<file path="src/rtl/ram_bist_pkg.sv">
// Shared types for the RAM port self-test master.
//   state_t : controller phases IDLE -> WRITE -> READ -> DRAIN -> IDLE
//   mode_t  : test pattern selection codes
package ram_bist_pkg;

  typedef enum logic [1:0] {
    IDLE  = 2'd0,
    WRITE = 2'd1,
    READ  = 2'd2,
    DRAIN = 2'd3
  } state_t;

  typedef enum logic [1:0] {
    MODE_ADDR  = 2'b00,  // data = address (zero-extended / truncated)
    MODE_CHECK = 2'b01,  // alternating 0101.. / 1010.. by address parity
    MODE_NADDR = 2'b10,  // data = ~address pattern
    MODE_SEED  = 2'b11   // data = constant seed
  } mode_t;

endpackage

</file>
<file path="src/rtl/ram_bist_patgen.sv">
// Combinational test pattern generator: pat = f(mode, seed, addr).
// Ports:
//   mode  in  2   pattern selection (mode_t code)
//   seed  in  DW  constant pattern used by MODE_SEED
//   addr  in  AW  address the pattern is generated for
//   pat   out DW  pattern data
module ram_bist_patgen
  import ram_bist_pkg::*;
#(
  parameter int unsigned AW = 1,
  parameter int unsigned DW = 2
) (
  input  logic [1:0]    mode,
  input  logic [DW-1:0] seed,
  input  logic [AW-1:0] addr,
  output logic [DW-1:0] pat
);

  logic [DW-1:0] addr_pat;
  logic [DW-1:0] check_base;

  always_comb begin
    // Sized cast zero-extends when DW > AW and truncates when DW < AW.
    addr_pat   = DW'(addr);
    check_base = '0;
    for (int unsigned i = 0; i < DW; i++) begin
      check_base[i] = ((i % 2) == 0);
    end
  end

  always_comb begin
    pat = seed;
    case (mode)
      MODE_ADDR:  pat = addr_pat;
      MODE_CHECK: pat = addr[0] ? ~check_base : check_base;
      MODE_NADDR: pat = ~addr_pat;
      MODE_SEED:  pat = seed;
      default:    pat = seed;
    endcase
  end

endmodule

</file>
<file path="src/rtl/ram_port_bist.sv">
// Single-port write-then-read self-test master for one port of a RAM.
// Writes pat(a) to every address, reads every address back and compares.
// Ports:
//   clk            in   1     rising-edge clock shared with the RAM port
//   rst_n          in   1     asynchronous active-low reset
//   start          in   1     begin a test (accepted only in IDLE)
//   abort          in   1     synchronous abort, no done pulse
//   mode           in   2     pattern selection, latched at start
//   seed           in   DW    constant pattern for mode 11, latched at start
//   ram_we         out  1     RAM write enable
//   ram_addr       out  AW    RAM address
//   ram_wdata      out  DW    RAM write data
//   ram_rdata      in   DW    RAM registered read data (1 cycle after addr)
//   busy           out  1     test in progress
//   done           out  1     one-cycle end-of-test pulse
//   pass           out  1     no mismatches in last completed test
//   err_cnt        out  AW+1  mismatch count, saturating at DEPTH
//   first_err_addr out  AW    address of first mismatch, 0 if none
module ram_port_bist
  import ram_bist_pkg::*;
#(
  parameter int unsigned AW = 1,
  parameter int unsigned DW = 2
) (
  input  logic          clk,
  input  logic          rst_n,
  input  logic          start,
  input  logic          abort,
  input  logic [1:0]    mode,
  input  logic [DW-1:0] seed,
  output logic          ram_we,
  output logic [AW-1:0] ram_addr,
  output logic [DW-1:0] ram_wdata,
  input  logic [DW-1:0] ram_rdata,
  output logic          busy,
  output logic          done,
  output logic          pass,
  output logic [AW:0]   err_cnt,
  output logic [AW-1:0] first_err_addr
);

  localparam logic [AW-1:0] LAST_ADDR = '1;
  localparam logic [AW:0]   ERR_MAX   = {1'b1, {AW{1'b0}}};

  state_t        state, state_d;
  logic [AW-1:0] cnt, cnt_d;
  mode_t         mode_q, mode_q_d;
  logic [DW-1:0] seed_q, seed_q_d;
  logic          rd_act, rd_act_d;       // ram_addr currently carries a read
  logic          cmp_valid, cmp_valid_d; // ram_rdata holds data for exp_addr
  logic [AW-1:0] exp_addr, exp_addr_d;

  logic          ram_we_d;
  logic [AW-1:0] ram_addr_d;
  logic [DW-1:0] ram_wdata_d;
  logic          busy_d, done_d, pass_d;
  logic [AW:0]   err_cnt_d;
  logic [AW-1:0] first_err_addr_d;

  logic [DW-1:0] wr_pat, exp_pat;
  logic          miss;
  logic [AW:0]   err_upd;
  logic [AW-1:0] first_upd;

  ram_bist_patgen #(.AW(AW), .DW(DW)) u_wr_pat (
    .mode (mode_q),
    .seed (seed_q),
    .addr (cnt),
    .pat  (wr_pat)
  );

  ram_bist_patgen #(.AW(AW), .DW(DW)) u_exp_pat (
    .mode (mode_q),
    .seed (seed_q),
    .addr (exp_addr),
    .pat  (exp_pat)
  );

  // Result update for the compare slot; only committed in active states.
  always_comb begin
    miss      = cmp_valid && (ram_rdata != exp_pat);
    err_upd   = err_cnt;
    first_upd = first_err_addr;
    if (miss) begin
      if (err_cnt != ERR_MAX) begin
        err_upd = err_cnt + (AW+1)'(1);
      end
      if (err_cnt == '0) begin
        first_upd = exp_addr;
      end
    end
  end

  always_comb begin
    state_d          = state;
    cnt_d            = cnt;
    mode_q_d         = mode_q;
    seed_q_d         = seed_q;
    rd_act_d         = 1'b0;
    // Expected address trails the issued read address by one cycle, which
    // is exactly the RAM's registered read latency.
    cmp_valid_d      = rd_act;
    exp_addr_d       = ram_addr;
    ram_we_d         = 1'b0;
    ram_addr_d       = ram_addr;
    ram_wdata_d      = ram_wdata;
    busy_d           = busy;
    done_d           = 1'b0;
    pass_d           = pass;
    err_cnt_d        = err_cnt;
    first_err_addr_d = first_err_addr;

    case (state)
      IDLE: begin
        cmp_valid_d = 1'b0;
        if (start && !abort) begin
          state_d          = WRITE;
          cnt_d            = '0;
          mode_q_d         = mode_t'(mode);
          seed_q_d         = seed;
          err_cnt_d        = '0;
          first_err_addr_d = '0;
          pass_d           = 1'b0;
          busy_d           = 1'b1;
        end
      end
      WRITE: begin
        ram_we_d    = 1'b1;
        ram_addr_d  = cnt;
        ram_wdata_d = wr_pat;
        cnt_d       = cnt + AW'(1);
        if (cnt == LAST_ADDR) begin
          state_d = READ;
        end
      end
      READ: begin
        ram_addr_d       = cnt;
        rd_act_d         = 1'b1;
        cnt_d            = cnt + AW'(1);
        err_cnt_d        = err_upd;
        first_err_addr_d = first_upd;
        if (cnt == LAST_ADDR) begin
          state_d = DRAIN;
        end
      end
      DRAIN: begin
        err_cnt_d        = err_upd;
        first_err_addr_d = first_upd;
        // Finish once the last read has reached the compare slot.
        if (!rd_act) begin
          state_d = IDLE;
          done_d  = 1'b1;
          busy_d  = 1'b0;
          pass_d  = (err_upd == '0);
        end
      end
      default: begin
        state_d = IDLE;
        busy_d  = 1'b0;
      end
    endcase

    if (abort && (state != IDLE)) begin
      state_d          = IDLE;
      ram_we_d         = 1'b0;
      rd_act_d         = 1'b0;
      cmp_valid_d      = 1'b0;
      busy_d           = 1'b0;
      done_d           = 1'b0;
      pass_d           = 1'b0;
      err_cnt_d        = err_cnt;
      first_err_addr_d = first_err_addr;
    end
  end

  always_ff @(posedge clk or negedge rst_n) begin
    if (!rst_n) begin
      state          <= IDLE;
      cnt            <= '0;
      mode_q         <= MODE_ADDR;
      seed_q         <= '0;
      rd_act         <= 1'b0;
      cmp_valid      <= 1'b0;
      exp_addr       <= '0;
      ram_we         <= 1'b0;
      ram_addr       <= '0;
      ram_wdata      <= '0;
      busy           <= 1'b0;
      done           <= 1'b0;
      pass           <= 1'b0;
      err_cnt        <= '0;
      first_err_addr <= '0;
    end else begin
      state          <= state_d;
      cnt            <= cnt_d;
      mode_q         <= mode_q_d;
      seed_q         <= seed_q_d;
      rd_act         <= rd_act_d;
      cmp_valid      <= cmp_valid_d;
      exp_addr       <= exp_addr_d;
      ram_we         <= ram_we_d;
      ram_addr       <= ram_addr_d;
      ram_wdata      <= ram_wdata_d;
      busy           <= busy_d;
      done           <= done_d;
      pass           <= pass_d;
      err_cnt        <= err_cnt_d;
      first_err_addr <= first_err_addr_d;
    end
  end

endmodule

</file>
<file path="config.mk">
export PLATFORM = sky130hd
export DESIGN_NAME = ram_port_bist
export DESIGN_NICKNAME = d
export VERILOG_FILES = /design/src/rtl/ram_bist_pkg.sv /design/src/rtl/ram_bist_patgen.sv /design/src/rtl/ram_port_bist.sv
export SDC_FILE = /design/constraint.sdc
export NUM_CORES = 1
export LEC_CHECK = 0
export CAP_MARGIN = 20
export CORE_UTILIZATION = 45
export CTS_BUF_LIST = sky130_fd_sc_hd__clkbuf_4
export CTS_CLUSTER_SIZE = 20
export DETAILED_ROUTE_END_ITERATION = 6
export GPL_TIMING_DRIVEN = 0
export PLACE_DENSITY_LB_ADDON = 0.3
export RECOVER_POWER = 100
export SLEW_MARGIN = 20
export SYNTH_ARGS = -nofsm -noshare
export SYNTH_HDL_FRONTEND = slang
export SYNTH_HIERARCHICAL = 1
export SYNTH_SLANG_ARGS = --single-unit
</file>
<file path="constraint.sdc">
create_clock -name clk -period 2.2 [get_ports clk]
set_input_delay 0.66 -clock clk [delete_from_list [all_inputs] [get_ports clk]]
set_output_delay 0.66 -clock clk [all_outputs]
set_load 0.02 [all_outputs]
</file>
==> out/results.ini <==
[global_routing]
grt_first_pass_wirelength_microns = 3510
antenna_found_initial = 0
grt_max_degree = 21
grt_usage_pct = 18.3
overflow = 0
grt_pass1_vias = 791

[floorplanning]
die_w_microns = 51.7
dieHeight_microns = 51.7
initial_core_util_pct = 48.9
io_pins = 20
floorplan.rows = 17
core_area_sq_um = 2280
dieArea_sq_um = 2670

[timing]
hold_viol = 0
fin_crit_ns = 2.04
worst_pin_slew_ns = 0.895
slew_violations = 0
setup_viol = 0
finClkSkew_ns = 0.00647
post-route-period-util_pct = 92.6
fmax_mhz = 491
fin_ws_ns = 0.164
rsz0062_at_grt = no
setup_tns_ns = 0
slew_headroom_pct = 40.1

[power_and_ir_drop]
ir_drop_mv = 0.792
p_leak_nw = 0.640
switchingPower_mw = 0.762
p_comb_share_pct = 53.4
p_int_mw = 1.06
p_sw_share_pct = 41.9
seq_power_share_pct = 37.1
power_density_nw_per_um2 = 1340
p_clk_share_pct = 9.6

[layout]
diodes = 0
final_net_count = 145
multi_input_area_sq_um = 561
layout_common_cells = 20 x dfrtp_1, 12 x dlygate4sd3_1, 10 x inv_1
drive_gt1_share_pct = 6.25
regArea_sq_um = 500
fillers = 196
syn_to_final_growth_pct = 22.4
final_cell_area_sq_um = 1360
fin_cells = 156
mostFrequentLayoutCell = dfrtp_1

[route]
wire_per_inst_microns = 13.0
vias = 800
drc = 0
wl_microns = 2030
via_per_inst = 5.13
drt_iter0_drc = 11
antenna_left = 0
detail_route.first_pass.iterations = 4

[placed_design]
port_buffers = 19
globalplace.congestion = 0.764
place_hpwl_microns = 1540
pre_cts_slack_ns = 0.0374
post_dp_cell_area_sq_um = 1340
placed_cells = 152

[worst_setup_path]
crit_family = buffers and inverters
cp.required_ns = 1.54
end_kind = primary output
path_cells = dlygate4sd3_1
cp_max_fo = 4
regToRegSetupSlack_ns = 0.34
path_buf_inv = 1
r2r_end = first_err_addr$_DFFE_PN0P_
rr_worst_depth = 7
max_stage_delay_ns = 0.68
cp-start-kind = flop
arrival_ns = 1.38
cp_slowest_cell = dlygate4sd3_1
timing.rr.start = mode_q[1]$_DFFE_PN0P_
path_class = flop to primary output

[synthesis]
syn_avg_cell_area_sq_um = 10.6
muxShareOfSynthArea_pct = 11.6
yosys.area.top_type_share_pct = 45.0
synthSimpleGateAreaFrac_pct = 13.5
synth_seq_cells = 20
yosysUniqueCellTypes = 34
synth_seq_area_share_pct = 45.0
syn_inst = 105
synthesis.nets = 121
synth-adder-area-share_pct = 6.75
synth_compound_area_share_pct = 15.6
yosysWarnings = 6
yosys.area.top_type = dfrtp_1
syn_area_sq_um = 1110
synth.area.top_cells = dfrtp_1 45%, mux2_1 7.1%, ha_1 6.7%
synth-xor-area-share_pct = 3.15
synth_top_family_by_area = compound AO/OA/AOI/OAI gates

[clocking]
htreeDepth = 1
cts_tree = done
cts_hold_buf = 0
cts-resized-gates = 0
cts_buffers = 3
cts_num_sinks = 20
root_buffer = clkbuf_4
post_cts_buffers = 0
clockBufferDepth = 2
clock_latency_ns = 0.30
path_clk_slew_ns = 0.11

[hold_path]
min_from = ram_addr$_DFFE_PN0N_
holdPathStages = 0
hp-class = flop to flop
hold-path-endpoint = exp_addr$_DFF_PN0_

[run]
maxCapViolations = 0

[run_status]
status = complete, no violations

[state kept, by name, indices dropped and copies added, names as in the netlist]
register	flops
err_cnt	2
rd_act	1
state	2
cmp_valid	1
ram_addr	1
first_err_addr	1
done	1
exp_addr	1
pass	1
cnt	1
ram_wdata	2
busy	1
seed_q	2
mode_q	2
ram_we	1
[synthesized netlist by cell type]
cell / n
dfrtp_1: 20
a21oi_1: 9
inv_1: 9
nor2_1: 9
mux2_1: 7
ha_1: 6
mux2i_1: 5
nand2_1: 5
o21ai_1: 4
nor2b_1: 3
a31oi_1: 2
and2_1: 2
xnor2_1: 2
xor2_1: 2
a211o_1: 1
a211oi_2: 1
a21boi_2: 1
a221oi_4: 1
a22o_1: 1
and2_4: 1
and3b_1: 1
and4_1: 1
buf_6: 1
inv_2: 1
nand2b_1: 1
nand2b_2: 1
nand3_1: 1
nand3b_1: 1
nand4_1: 1
o21a_1: 1
o21ai_0: 1
o21bai_1: 1
o2bb2ai_1: 1
or2_1: 1
[through the flow]
| stage | util [%] | hold WS, ns | power, mW |
|---|---|---|---|
| 6_report | 59.8 | 0.432 | 1.82 |
| 5_1_grt | 59.8 | 0.460 | 1.98 |
| 4_1_cts | 59.9 | 0.443 | 1.89 |
| 3_5_place_dp | 58.8 | 0.409 | 1.70 |
| 3_3_place_gp | 58.8 | 0.401 | 1.67 |
| 2_1_floorplan | - | 0.364 | 1.39 |
[worst max-delay path by stage]
stage	from	to	slack, ns	cells past startpoint
floorplan	mode_q[1]$_DFFE_PN0P_	first_err_addr$_DFFE_PN0P_	0.54	7
global placement	abort	state[0]$_DFFE_PN0P_	0.06	5
detailed placement	abort	state[0]$_DFFE_PN0P_	0.04	5
finish	busy$_DFFE_PN0P_	busy	0.16	1
global route	busy$_DFFE_PN0P_	busy	0.1	1
CTS	busy$_DFFE_PN0P_	busy	0.20	1
[per-layer routing]
layer	up-vias	part of all wire (%)	GRT usage, %
met1	373	48	22.0
met5	-	0	0
met4	0	1.1	5.41
li1	413	-	-
met3	4	2.8	6.14
met2	10	48	31.0
[cells by family after synthesis]
family / after synthesis
buf+inv: 11
flops: 20
xor+xnor: 4
compound gates: 24
mux: 12
simple gates: 28
fa+ha+maj: 6
[power groups by stage]
stage	combinational, mW	clock [mW]	sequential, mW
CTS	1.02	0.189	0.679
finish	0.971	0.174	0.674
global route	1.08	0.201	0.702
global placement	0.992	0	0.674
floorplan	0.655	0	0.736
detailed placement	1.01	0	0.687
[layout make-up]
class	instances	area share, %
clock inverters	1	0.276
clock buffers	3	1.65
well taps	28	2.57
multi-input cells	74	41.2
repair buffers	19	14.0
flip-flops and latches	20	36.8
plain buffers	1	0.827
inverters	10	2.76
(Power assumes the default switching activity.)
